$ cat config.mk
export PLATFORM = sky130hd
export DESIGN_NAME = div_err_monitor
export DESIGN_NICKNAME = d
export VERILOG_FILES = /design/src/rtl/div_err_monitor.sv
export SDC_FILE = /design/constraint.sdc
export NUM_CORES = 1
export LEC_CHECK = 0
export ABC_AREA = 1
export CAP_MARGIN = 20
export CELL_PAD_IN_SITES_DETAIL_PLACEMENT = 1
export CELL_PAD_IN_SITES_GLOBAL_PLACEMENT = 1
export CORE_ASPECT_RATIO = 1.25
export CORE_MARGIN = 2
export CORE_UTILIZATION = 40
export DETAILED_ROUTE_END_ITERATION = 6
export HOLD_SLACK_MARGIN = 0.08
export PLACE_DENSITY_LB_ADDON = 0.25
export SETUP_SLACK_MARGIN = 0.4
export SKIP_LAST_GASP = 1
export SLEW_MARGIN = 30
export SYNTH_ARGS = -nofsm -noshare
export SYNTH_HDL_FRONTEND = slang
export SYNTH_SLANG_ARGS = --single-unit
$ cat constraint.sdc
create_clock -name clk -period 4.2 [get_ports clk]
set_input_delay 0.84 -clock clk [delete_from_list [all_inputs] [get_ports clk]]
set_output_delay 0.84 -clock clk [all_outputs]
set_load 0.005 [all_outputs]
$ cat src/rtl/div_err_monitor.sv
// Windowed error-metric stage for approximate vs exact divider results.
// Accumulates |q error|, peak error, mismatch and zero-divisor counts over 2^LOG2_WIN samples.
module div_err_monitor #(
  parameter int W        = 8,
  parameter int LOG2_WIN = 10
) (
  input  logic                  clk,
  input  logic                  rst,
  input  logic                  clear,
  input  logic                  in_valid,
  output logic                  in_ready,
  input  logic [W-1:0]          d,
  input  logic [W-1:0]          q_apx,
  input  logic [W-1:0]          r_apx,
  input  logic [W-1:0]          q_ex,
  input  logic [W-1:0]          r_ex,
  output logic                  res_valid,
  input  logic                  res_ready,
  output logic [W+LOG2_WIN-1:0] sum_abs,
  output logic [W-1:0]          mae,
  output logic [W-1:0]          max_err,
  output logic [LOG2_WIN:0]     q_mis_cnt,
  output logic [LOG2_WIN:0]     r_mis_cnt,
  output logic [LOG2_WIN:0]     dz_cnt
);

  typedef enum logic [1:0] {ACCUM = 2'd0, DRAIN = 2'd1, HOLD = 2'd2} state_e;

  localparam logic [LOG2_WIN:0] WIN_LAST = {1'b0, {LOG2_WIN{1'b1}}};

  state_e                state_q, state_d;
  logic                  s1_valid_q, s1_valid_d;
  logic [W-1:0]          s1_abs_q, s1_abs_d;
  logic                  s1_qmis_q, s1_qmis_d;
  logic                  s1_rmis_q, s1_rmis_d;
  logic                  s1_dz_q, s1_dz_d;
  logic [W+LOG2_WIN-1:0] sum_q, sum_d;
  logic [W-1:0]          max_q, max_d;
  logic [LOG2_WIN:0]     qmis_q, qmis_d;
  logic [LOG2_WIN:0]     rmis_q, rmis_d;
  logic [LOG2_WIN:0]     dz_q, dz_d;
  logic [LOG2_WIN:0]     cnt_q, cnt_d;

  logic                  accept_s;
  logic                  flush_s;
  logic                  dz_s;
  logic [W:0]            diff_s;
  logic [W-1:0]          abs_s;

  assign in_ready = (state_q == ACCUM) && !rst;
  assign accept_s = in_valid && in_ready && !clear;
  assign flush_s  = clear || ((state_q == HOLD) && res_ready);

  // Magnitude of the quotient error; zero divisors contribute nothing to the error metrics
  always_comb begin
    dz_s   = (d == {W{1'b0}});
    diff_s = {1'b0, q_apx} - {1'b0, q_ex};
    abs_s  = diff_s[W] ? W'(-diff_s) : diff_s[W-1:0];
    if (dz_s) begin
      abs_s = {W{1'b0}};
    end
  end

  always_comb begin
    state_d = state_q;
    case (state_q)
      ACCUM:   if (accept_s && (cnt_q == WIN_LAST)) state_d = DRAIN;
      DRAIN:   state_d = HOLD;
      HOLD:    if (res_ready) state_d = ACCUM;
      default: state_d = ACCUM;
    endcase
    if (clear) begin
      state_d = ACCUM;
    end
  end

  always_comb begin
    s1_valid_d = accept_s;
    s1_abs_d   = abs_s;
    s1_qmis_d  = !dz_s && (q_apx != q_ex);
    s1_rmis_d  = !dz_s && (r_apx != r_ex);
    s1_dz_d    = dz_s;
    sum_d      = sum_q;
    max_d      = max_q;
    qmis_d     = qmis_q;
    rmis_d     = rmis_q;
    dz_d       = dz_q;
    cnt_d      = cnt_q;
    if (s1_valid_q) begin
      sum_d  = sum_q + (W + LOG2_WIN)'(s1_abs_q);
      max_d  = (s1_abs_q > max_q) ? s1_abs_q : max_q;
      qmis_d = qmis_q + (LOG2_WIN + 1)'(s1_qmis_q);
      rmis_d = rmis_q + (LOG2_WIN + 1)'(s1_rmis_q);
      dz_d   = dz_q + (LOG2_WIN + 1)'(s1_dz_q);
    end
    if (accept_s) begin
      cnt_d = cnt_q + {{LOG2_WIN{1'b0}}, 1'b1};
    end
    // Abort or result handoff restarts the window from a clean slate
    if (flush_s) begin
      s1_valid_d = 1'b0;
      sum_d      = {(W + LOG2_WIN){1'b0}};
      max_d      = {W{1'b0}};
      qmis_d     = {(LOG2_WIN + 1){1'b0}};
      rmis_d     = {(LOG2_WIN + 1){1'b0}};
      dz_d       = {(LOG2_WIN + 1){1'b0}};
      cnt_d      = {(LOG2_WIN + 1){1'b0}};
    end
  end

  always_ff @(posedge clk or posedge rst) begin
    if (rst) begin
      state_q    <= ACCUM;
      s1_valid_q <= 1'b0;
      s1_abs_q   <= {W{1'b0}};
      s1_qmis_q  <= 1'b0;
      s1_rmis_q  <= 1'b0;
      s1_dz_q    <= 1'b0;
      sum_q      <= {(W + LOG2_WIN){1'b0}};
      max_q      <= {W{1'b0}};
      qmis_q     <= {(LOG2_WIN + 1){1'b0}};
      rmis_q     <= {(LOG2_WIN + 1){1'b0}};
      dz_q       <= {(LOG2_WIN + 1){1'b0}};
      cnt_q      <= {(LOG2_WIN + 1){1'b0}};
    end else begin
      state_q    <= state_d;
      s1_valid_q <= s1_valid_d;
      s1_abs_q   <= s1_abs_d;
      s1_qmis_q  <= s1_qmis_d;
      s1_rmis_q  <= s1_rmis_d;
      s1_dz_q    <= s1_dz_d;
      sum_q      <= sum_d;
      max_q      <= max_d;
      qmis_q     <= qmis_d;
      rmis_q     <= rmis_d;
      dz_q       <= dz_d;
      cnt_q      <= cnt_d;
    end
  end

  assign res_valid = (state_q == HOLD);
  assign sum_abs   = sum_q;
  assign mae       = W'(sum_q >> LOG2_WIN);
  assign max_err   = max_q;
  assign q_mis_cnt = qmis_q;
  assign r_mis_cnt = rmis_q;
  assign dz_cnt    = dz_q;

endmodule

Word level (Yosys, flattened, before mapping)
Index checks and enable logic that the tools add are counted.
- register bits: 84
- output and inout port bits: 69
- $add $sub $neg: 7
- magnitude comparators: 1
- equality and inequality tests: 7
- multiplexer cells: 20
- reduce and logical (&&, ||, !) cells: 18
- operators by type and width (cell ; count):
    $mux W11 ; 8
    $mux W8 ; 5
    $mux W18 ; 2
    $add A11 B1 Y11 ; 3
    $add A18 B8 Y18 ; 1
    $ne A8 B8 Y1 ; 2
    $add A11 B1 Y11 const B ; 1
    $eq A11 B10 Y1 const B ; 1
    $sub A8 B8 Y9 ; 1
    $gt A8 B8 Y1 ; 1
    $logic_not A8 Y1 ; 1
    $neg A8 Y8 ; 1
    $logic_and A1 B1 Y1 ; 7
    $mux W2 ; 3
    $ne A3 B2 Y1 const B ; 2
    $pmux W2 S3 ; 1
    $reduce_bool A2 Y1 ; 3
    $reduce_and A2 Y1 ; 2
    $logic_not A1 Y1 ; 3
    $eq A2 B1 Y1 const B ; 1
    $eq A2 B2 Y1 const B ; 1
    $logic_not A2 Y1 ; 1
    $logic_or A1 B1 Y1 ; 1
    $mux W1 ; 1

Logic depth before layout (Yosys ltp)
Gate-level depths: netlist of run 1.
- depth in word-level cells: 8
- mapped depth: 14
- depth with buffers taken out: 14

Worst setup path before layout of run 1
Ideal clock, no wire load.
- path kind: input to register
- start: input rst
- end: register cnt_q[6]
- arrival time: 3684 ps
- slack: 393 ps
- stages on the path: 8
- buffers on the path: 0
- cells stage by stage: inv_1 nand4_2 nor2_1 nand2_1 nor2_2 nand2_1 o21ai_0 a21oi_1
- word-level cells in the longest chain between the ends: 5
- RTL lines (item ; line ; source):
    from (decl) ; 8 ; input logic rst,
    $logic_not A1 Y1 (no line) ; - ;
    $logic_and A1 B1 Y1 ; 50 ; assign in_ready = (state_q == ACCUM) && !rst;
    $logic_and A1 B1 Y1 (2 in series) ; 51 ; assign accept_s = in_valid && in_ready && !clear;
    $reduce_bool A2 Y1 (no line) ; - ;
    to (signal assigned) ; 124 ; cnt_q <= {(LOG2_WIN + 1){1'b0}};
    to (signal assigned) ; 137 ; cnt_q <= cnt_d;
    to (decl) ; 42 ; logic [LOG2_WIN:0] cnt_q, cnt_d;
No other way between the ends.
A chain may end at the register's enable or synchronous reset.

Worst setup path in the final report of run 1
- start: input rst
- end: output in_ready
- word-level cells in the longest chain between the ends: 2
- RTL lines (item ; line ; source):
    $logic_not A1 Y1 (no line) ; - ;
    $logic_and A1 B1 Y1 ; 50 ;
    to (decl) ; 11 ; output logic in_ready,
No other way between the ends.

==> reports/results.txt, run 1 <==
WL/cell: 16.14 um
total grt overflow: 0
post-synthesis sequential area ratio: 40.77%
worst min path class: reg -> reg
CP Capture Type: output pin
Mapped Area: 5156 sq um
Final setup viols: 0
post-synthesis async set-or-reset flop share: 100.0%
Synth cell types: 42
filler cell count: 1571
GPL Wtd Cong: 0.8552
Site Rows: 46
final setup margin: 1.347 ns
area of the multi-input gates: 2595 sq um
Initial Utilization: 40.72%
area grow syn2layout: 29.90%
slowest stage delay, CP: 0.53 ns
Power Density: 329.4 nW/um^2
Req. time, crit path: 3.36 ns
CTS sink count: 84
Detailed Routing Iterations Pass 1: 4
Max IR drop VDD: 0.1457 mV
die area: 13820 sq um
share of layout cells above drive strength 1: 5.966%
Final Skew: 0.005795 ns
crit path cell chain: clkdlybuf4s50_1 > nor2_1 > clkdlybuf4s50_1
maximum clock rate: 350.5 MHz
Num CTS Buffers: 9
Max-cap violations: 0
number of placed I/O pins: 114
1st-iter DRT viols: 138
Core ar.: 12660 sq um
Die W: 105.6 um
CP most frequent cell: clkdlybuf4s50_1
H-tree depth: 3
slowest cell on the critical path: clkdlybuf4s50_1
crit path kind: in -> out
PortBufs: 113
TritonCTS clock tree: yes
Buf/Inv on CP: 2
via-per-instance ratio: 5.208
# resized after CTS: 0
Root Buffer: clkbuf_16
minimum clock period: 2.853 ns
largest net degree at the start of global routing: 85
Post-Synthesis Cells: 658
Post-Route WL: 15160 um
# diodes: 0
Post-CTS Setup Repair Bufs: 0
max-slew violations: 0
Setup WS pre-CTS: 1.074 ns
Die Y: 130.9 um
family with the most delay on the worst path: buffers and inverters
first-pass GRT wire length: 24870 um
Worst-path clk slew: 0.06 ns
top-count cell post-synth: nand2_1
Post-layout nets: 846
clock buffer depth: 2
Final Hold Viols: 0
Seq cells post-synth: 84
Detail Route Antenna Nets: 0
Critical Path AT: 2.01 ns
setup TNS: 0 ns
# DRC: 0
# hold bufs at CTS: 0
yosys warns: 0
initial antenna violation count: 0
synthesized net count: 737
top cells by count, synth: nand2_1, inv_1, dfrtp_1, nor2_1, nand3_1
Slew Limit Headroom: 46.20%
DP HPWL: 11760 um
worst-skew pair later-pin latency: 0.34 ns
all-layer global routing usage: 22.49%
leakage dissipation: 3.171 nW
storage element area: 2102 sq um
Final Cycle Share: 67.93%
RSZ-0062 raised after global routing: no
syn_area_per_cell: 7.836 sq um
vias in the first global route: 5244
Startpoint Class: primary input
ys flop type: dfrtp_1
Area contributors post-synth: dfrtp_1, nand2_1, ha_1
Post-synth EDFFs: 0
worst-margin pin slew: 0.8071 ns
crit path max fanout: 2
DR vias: 4890
status: finished, final reports clean
post-synth top area share: 40.77%
leading area contributor after synthesis: dfrtp_1
## power breakdown
part	internal (mW)	leakage, nW	switching (mW)
combinational	0.210	1.89	0.282
clock	0.471	0.144	0.333
sequential	0.854	1.13	0.0565
total	1.53	3.17	0.672
## cells in the final DEF (no fill, tap or decap), drive strengths merged
cell and n:
clkbuf 10, o21ai 22, o31ai 1, o21a 4
o21bai 4, a21o 1, or2 4, a22oi 2
nor4 2, clkinvlp 2, clkinv 3, ha 32
nand3 49, nor3b 4, a22o 7, nor2 76
clkdlybuf4s50 113, inv 91, a31oi 4, fa 2
bufinv 1, dfrtp 84, a211oi 1, a31o 1
o22ai 3, xor2 19, nand2 148, buf 2
nand4 13, a21oi 36, nor3 30
## kinds of logic (layout without fill, tap and decap cells)
group / after synthesis / count (layout) / share of synthesized area [%]
fa+ha+maj: 34 / 34 / 8.542
flops: 84 / 84 / 40.77
compound gates: 86 / 86 / 10.05
xor+xnor: 19 / 19 / 3.227
buf+inv: 109 / 222 / 8.906
simple gates: 326 / 326 / 28.51
## metrics by stage
step                      power, mW  instances  instance area [sq um]  utilization, %  hold slack, ns
after floorplan               1.216        658                   5160               -          0.4263
after global placement        1.388        924                   6402           50.56          0.4437
after detailed placement      1.419        924                   6406           50.59          0.4557
after CTS                     2.227        939                   6698           52.90          0.4645
after global routing          2.315        939                   6698           52.90          0.4843
final                         2.206        939                   6698           52.90          0.4575
## sequential cells by signal (all words and copies together), names as in the netlist
register / flops
sum_abs: 18
cnt_q: 11
dz_cnt: 11
q_mis_cnt: 11
r_mis_cnt: 11
max_err: 8
s1_abs_q: 8
state_q: 2
s1_dz_q: 1
s1_qmis_q: 1
s1_rmis_q: 1
s1_valid_q: 1
## worst paths after layout
kind | cells after the start | slack, ns | startpoint | to
max reg2reg | 9 | 2.08 | state_q[1] | sum_abs[6]
min | 1 | 0.46 | cnt_q[10] | state_q[0]
min in group asynchronous | 3 | 1.16 | rst | q_mis_cnt[5]
max in group asynchronous | 3 | 2.48 | rst | s1_abs_q[7]
max | 3 | 1.35 | rst | in_ready
min reg2reg | 1 | 0.46 | cnt_q[10] | state_q[0]
## layout make-up
cell class                      count  area share [%]
Multi-Input combinational cell    465           38.74
Tap cell                          168           3.138
Timing Repair Buffer              115           17.17
Clock buffer                       10           3.568
Clock inverter                      5          0.7846
Sequential cell                    84           31.38
Inverter                           92           5.212
## routing by layer
metal	GRT usage [%]	up-vias	wire length (um)
met3	3.472	14	401
li1	-	2367	-
met1	24.29	2432	5868
met5	0	-	0
met4	6.502	0	209
met2	45.09	77	8678
Power figures use the tool's default switching activity.
==> run 2: changes to the inputs <==
--- a/config.mk
+++ b/config.mk
@@ -11,7 +11,7 @@
 export CELL_PAD_IN_SITES_GLOBAL_PLACEMENT = 1
 export CORE_ASPECT_RATIO = 1.25
 export CORE_MARGIN = 2
-export CORE_UTILIZATION = 40
+export CORE_UTILIZATION = 34
 export DETAILED_ROUTE_END_ITERATION = 6
 export HOLD_SLACK_MARGIN = 0.08
 export PLACE_DENSITY_LB_ADDON = 0.25
==> constraint.sdc (replaced) <==
create_clock -name clk -period 2.6 [get_ports clk]
set_input_delay 0.52 -clock clk [delete_from_list [all_inputs] [get_ports clk]]
set_output_delay 0.52 -clock clk [all_outputs]
set_load 0.005 [all_outputs]
==> reports/results.txt, run 2 (synthesis gave the netlist of run 1 again) <==
status: finished, final reports clean
Int Power: 2.612 mW (+70%)
largest net degree at the start of global routing: 85 (unchanged)
Pwr Total: 3.711 mW (+68%)
Post-layout nets: 856 (+1.2%)
GPL Wtd Cong: 0.8262 (-3.4%)
Num CTS Buffers: 9 (unchanged)
Startpoint Class: primary input
Sw Pwr: 1.099 mW (+64%)
Detailed Routing Iterations Pass 1: 4 (unchanged)
crit path cell chain: clkdlybuf4s50_1 > nor2_1 > clkdlybuf4s50_1
Critical Path AT: 1.61 ns (-0.40 ns)
# DRC: 0 (unchanged)
Die W: 114.1 um (+8.1%)
Max IR drop VDD: 0.3539 mV (+140%)
Power Density: 538.4 nW/um^2 (+63%)
vias in the first global route: 5258 (+0.27%)
die area: 16170 sq um (+17%)
CP Capture Type: output pin
switch share: 29.62% (-0.82 points)
clock buffer depth: 2 (unchanged)
all-layer global routing usage: 19.55% (-2.9 points)
first-pass GRT wire length: 25290 um (+1.7%)
Root Buffer: clkbuf_16
PortBufs: 113 (unchanged)
Clk pwr share: 37.8% (+1.4 points)
commonest non-fill, non-tap cell in the layout: nand2_1
Final Cycle Share: 81.94%
filler cell count: 1807 (+15%)
H-tree depth: 3 (unchanged)
crit path max fanout: 2 (unchanged)
Max-cap violations: 0 (unchanged)
# diodes: 0 (unchanged)
DP HPWL: 11420 um (-2.9%)
area of the multi-input gates: 2670 sq um (+2.9%)
initial antenna violation count: 0 (unchanged)
WL/cell: 15.79 um (-2.2%)
area grow syn2layout: 33.68%
worst-skew pair later-pin latency: 0.35 ns (about the same)
family with the most delay on the worst path: buffers and inverters
GR Layer Usage met1: 22.44% (-1.9 points)
Site Rows: 50 (+8.7%)
sequential share of power: 39.5% (-1.8 points)
worst min path class: reg -> reg
Post-Route WL: 15220 um (+0.41%)
Buf/Inv on CP: 2 (unchanged)
Final setup viols: 0 (unchanged)
minimum clock period: 2.130 ns
TritonCTS clock tree: yes
maximum clock rate: 469.4 MHz
# hold bufs at CTS: 0 (unchanged)
Die Y: 141.7 um (+8.2%)
Final Hold Viols: 0 (unchanged)
Worst-path clk slew: 0.06 ns (about the same)
Req. time, crit path: 2.08 ns (-1.28 ns)
slowest cell on the critical path: clkdlybuf4s50_1
GR Util met3: 3.332% (-0.14 points)
Initial Utilization: 34.63% (-6.1 points)
total grt overflow: 0 (unchanged)
crit path kind: in -> out
Core ar.: 14890 sq um (+18%)
met2 usage: 36.28% (-8.8 points)
share of layout cells above drive strength 1: 8.824% (+2.9 points)
Logic pwr share: 22.7% (+0.4 points)
RSZ-0062 raised after global routing: no
busiest grt layer: met2
setup TNS: 0 ns (unchanged)
worst-margin pin slew: 0.8020 ns (-0.005060 ns)
Slew Limit Headroom: 46.53% (+0.34 points)
most frequent cells in the layout: nand2_1, clkdlybuf4s50_1, dfrtp_1
max-slew violations: 0 (unchanged)
DR vias: 4880 (-0.20%)
Final Skew: 0.007178 ns (+0.001382 ns)
number of flip-flops under the largest register name: 18 (unchanged)
via-per-instance ratio: 5.062 (-2.8%)
1st-iter DRT viols: 195 (+41%)
CP most frequent cell: clkdlybuf4s50_1
CTS sink count: 84 (unchanged)
Detail Route Antenna Nets: 0 (unchanged)
storage element area: 2102 sq um (unchanged)
leakage dissipation: 3.241 nW (+2.2%)
slowest stage delay, CP: 0.51 ns (-0.02 ns)
number of placed I/O pins: 114 (unchanged)
-- run 2: final timing paths --
path                            startpoint      endpoint  slack, ns  cells past startpoint
worst max-delay path                   rst      in_ready       0.47                      3
worst min-delay path             cnt_q[10]    state_q[0]       0.46                      1
worst max register to register  sum_abs[0]   sum_abs[16]       0.55                     11
worst min register to register   cnt_q[10]    state_q[0]       0.46                      1
max in group asynchronous              rst   sum_abs[17]       1.21                      3
min in group asynchronous              rst  q_mis_cnt[4]       0.84                      3
-- run 2: routing by layer --
layer  vias to the layer above  wire length, um
met5                         -                0
met4                         0              348
met3                        21              467
met2                        84             8056
met1                      2392             6347
li1                       2383                -
-- run 2: area by class of cell --
class / count / area share [%]
Clock buffer: 12 / 3.576
Inverter: 92 / 5.064
Sequential cell: 84 / 30.50
Multi-Input combinational cell: 465 / 38.74
Clock inverter: 4 / 1.053
Timing Repair Buffer: 125 / 17.77
Tap cell: 182 / 3.304
-- run 2: timing repair --
action                     in CTS  in global routing
setup endpoints to repair       5                  9
cloned                          0                  0
setup buffers                   2                  1
pin swaps                       8                  3
resized for setup               9                  9
-- run 2: worst reg2reg max path, delay by kind of cell (launching register included) --
family                     cells  cell delay, ns
and+or+nand+nor                7            0.72
adders and majority gates      2            0.64
DFF                            1            0.37
AOI/OAI and AO/OA              1            0.13
buffers and inverters          1            0.08
-- run 2: power groups by stage --
stage / clock, mW / combinational, mW / sequential, mW
after CTS: 1.44 / 0.833 / 1.47
after floorplan: 0 / 0.508 / 1.46
after global placement: 0 / 0.767 / 1.49
final: 1.40 / 0.841 / 1.47
after global routing: 1.49 / 0.956 / 1.48
after detailed placement: 0 / 0.813 / 1.49
-- run 2: through the flow --
| step | cells | setup WS, ns | utilization, % | hold WS [ns] | instance area (sq um) |
|---|---|---|---|---|---|
| 5_1_grt | 964 | 0.3750 | 46.29 | 0.4698 | 6893 |
| 4_1_cts | 963 | 0.4277 | 45.97 | 0.4629 | 6845 |
| 3_3_place_gp | 945 | -0.04131 | 43.57 | 0.4469 | 6487 |
| 2_1_floorplan | 658 | -0.08395 | - | 0.4263 | 5175 |
| 3_5_place_dp | 945 | -0.1701 | 43.60 | 0.4510 | 6491 |
| 6_report | 964 | 0.4697 | 46.29 | 0.4618 | 6893 |
==> run 3: changes to the inputs <==
--- a/config.mk
+++ b/config.mk
@@ -11,7 +11,7 @@
 export CELL_PAD_IN_SITES_GLOBAL_PLACEMENT = 1
 export CORE_ASPECT_RATIO = 1.25
 export CORE_MARGIN = 2
-export CORE_UTILIZATION = 34
+export CORE_UTILIZATION = 37
 export DETAILED_ROUTE_END_ITERATION = 6
 export HOLD_SLACK_MARGIN = 0.08
 export PLACE_DENSITY_LB_ADDON = 0.25
==> constraint.sdc (replaced) <==
create_clock -name clk -period 2.2 [get_ports clk]
set_input_delay 0.44 -clock clk [delete_from_list [all_inputs] [get_ports clk]]
set_output_delay 0.44 -clock clk [all_outputs]
set_load 0.005 [all_outputs]
==> reports/results.txt, run 3 (synthesis gave the netlist of run 1 again) <==
commonest non-fill, non-tap cell in the layout: nand2_1
Max IR drop VDD: 0.3758 mV (+6.2%)
Int Power: 3.297 mW (+26%)
status: finished, final reports clean
WL/cell: 18.46 um (+17%)
# DRC: 0 (unchanged)
slowest cell on the critical path: dfrtp_1
most frequent cells in the layout: nand2_1, clkdlybuf4s50_1, dfrtp_1
leakage dissipation: 3.664 nW (+13%)
Logic pwr share: 29.4% (+6.7 points)
CTS sink count: 84 (unchanged)
Core ar.: 13690 sq um (-8.0%)
Final Skew: 0.008780 ns (+0.001603 ns)
post-placement cell count: 954 (+0.95%)
TritonCTS clock tree: yes
Sw Pwr: 1.582 mW (+44%)
number of flip-flops under the largest register name: 18 (unchanged)
die area: 14900 sq um (-7.9%)
slowest stage delay, CP: 0.52 ns (about the same)
Startpoint Class: register
Buf/Inv on CP: 1 (-1)
family with the most delay on the worst path: simple AND/OR/NAND/NOR gates
Req. time, crit path: 2.43 ns (+0.35 ns)
Post-layout nets: 906 (+5.8%)
RSZ-0062 raised after global routing: yes
Critical Path AT: 2.24 ns (+0.63 ns)
Die W: 109.6 um (-4.0%)
filler cell count: 1636 (-9.5%)
Initial Utilization: 37.66% (+3.0 points)
crit path kind: reg -> reg
number of placed I/O pins: 114 (unchanged)
switch share: 32.43% (+2.8 points)
# diodes: 0 (unchanged)
GPL Wtd Cong: 0.8288 (+0.31%)
share of layout cells above drive strength 1: 28.00% (+19 points)
# hold bufs at CTS: 0 (unchanged)
worst-skew pair later-pin latency: 0.34 ns (about the same)
minimum clock period: 2.014 ns
Hold Slack: 0.4088 ns (-0.05299 ns)
max-slew violations: 0 (unchanged)
total grt overflow: 0 (unchanged)
Power Density: 617.4 nW/um^2 (+15%)
worst-margin pin slew: 0.4874 ns (-0.3146 ns)
DP HPWL: 12050 um (+5.5%)
Slew Limit Headroom: 67.50% (+21 points)
fin cells: 1007 (+4.5%)
Detailed Routing Iterations Pass 1: 4 (unchanged)
via-per-instance ratio: 5.258 (+3.9%)
Max-cap violations: 0 (unchanged)
Post-Route WL: 18590 um (+22%)
initial antenna violation count: 0 (unchanged)
Final setup viols: 0 (unchanged)
crit path cell chain: ha_4 > nand2_1 > inv_1 > nand2_1 > nor3_1 > nand3_1 > nand2_1 > nand2_1 > nand4_1 > nand2_1
Die Y: 136.0 um (-4.0%)
Site Rows: 48 (-4.0%)
vias in the first global route: 5709 (+8.6%)
maximum clock rate: 496.6 MHz
CP Capture Type: register
H-tree depth: 3 (unchanged)
first-pass GRT wire length: 27390 um (+8.3%)
Detail Route Antenna Nets: 0 (unchanged)
Clk pwr share: 34.3% (-3.5 points)
Final Cycle Share: 91.54%
Final Hold Viols: 0 (unchanged)
Root Buffer: clkbuf_16
1st-iter DRT viols: 185 (-5.1%)
Worst-path clk slew: 0.07 ns (about the same)
crit path max fanout: 5 (+3)
Num CTS Buffers: 9 (unchanged)
area grow syn2layout: 53.29%
PortBufs: 113 (unchanged)
Pwr Total: 4.880 mW (+31%)
largest net degree at the start of global routing: 85 (unchanged)
DR vias: 5295 (+8.5%)
all-layer global routing usage: 23.55% (+4.0 points)
CP most frequent cell: nand2_1
worst min path class: in -> async
sequential share of power: 36.3% (-3.2 points)
clock buffer depth: 2 (unchanged)
==> run 3: changes by cell type in the layout (fill, tap and decap cells not counted), sizes merged <==
cell	change
clkinvlp	+1
dlygate4sd2	+7
clkbuf	-2
clkinv	+2
dlymetal6s2s	+4
clkdlybuf4s50	-18
clkdlybuf4s15	+4
buf	+51
inv	+1
==> run 3: final timing paths <==
check	startpoint	end	slack (ns)	cells after the start
max	s1_abs_q[7]	sum_abs[17]	0.19	10
min	rst	q_mis_cnt[2]	0.41	3
max reg2reg	s1_abs_q[7]	sum_abs[17]	0.19	10
min reg2reg	cnt_q[10]	state_q[0]	0.48	1
max in group asynchronous	rst	sum_abs[11]	1.37	3
min in group clk	cnt_q[10]	state_q[0]	0.48	1
==> run 3: power by group through the flow <==
stage / registers [mW] / logic (mW) / clock network, mW
4_1_cts: 1.74 / 1.18 / 1.68
3_5_place_dp: 1.77 / 1.01 / 0
2_1_floorplan: 1.72 / 0.611 / 0
5_1_grt: 1.77 / 1.56 / 1.74
3_3_place_gp: 1.76 / 0.948 / 0
6_report: 1.77 / 1.44 / 1.67
==> run 3: layout make-up <==
| class | instances | area, sq um | area share [%] |
|---|---|---|---|
| inverters | 92 | 374.1 | 4.733 |
| repair buffers | 174 | 1620 | 20.50 |
| multi-input cells | 465 | 3243 | 41.03 |
| well taps | 175 | 219.0 | 2.770 |
| clock inverters | 7 | 98.84 | 1.251 |
| repair inverters | 1 | 7.507 | 0.09498 |
| clock buffers | 9 | 225.2 | 2.849 |
| flip-flops and latches | 84 | 2116 | 26.77 |
==> run 3: repair_timing <==
action | in CTS | in global routing
hold endpoints to repair | 0 | 0
endpoints found under the setup margin | 33 | 62
pin swaps | 37 | 34
setup buffers | 22 | 14
gates cloned | 1 | 0
gates resized for setup | 98 | 95
==> run 3: worst register-to-register path, cell delays in order, from the launching register on <==
cell     delay [ns]
dfrtp_1        0.52
ha_4           0.37
nand2_1        0.05
inv_1          0.08
nand2_1        0.09
nor3_1         0.21
nand3_1        0.18
nand2_1        0.14
nand2_1        0.07
nand4_1        0.10
nand2_1        0.08
==> run 3: stage by stage <==
stage | instance area (sq um) | worst slack, ns | setup TNS, ns | util [%]
final | 7904 | 0.1862 | 0 | 57.72
after global routing | 7904 | 0.1500 | 0 | 57.72
after CTS | 7405 | 0.3507 | 0 | 54.08
after detailed placement | 6649 | -0.5714 | -3.330 | 48.56
after global placement | 6649 | -0.4504 | -2.530 | 48.56
after floorplan | 5213 | -0.4040 | -3.830 | -
==> run 3: per-layer routing <==
metal  up-vias  wire, um  GRT usage, %
met4         0       760         10.41
met3        47       585         3.452
met5         -         0             0
li1       2476         -             -
met1      2629      6703         24.04
met2       143     10540         46.06
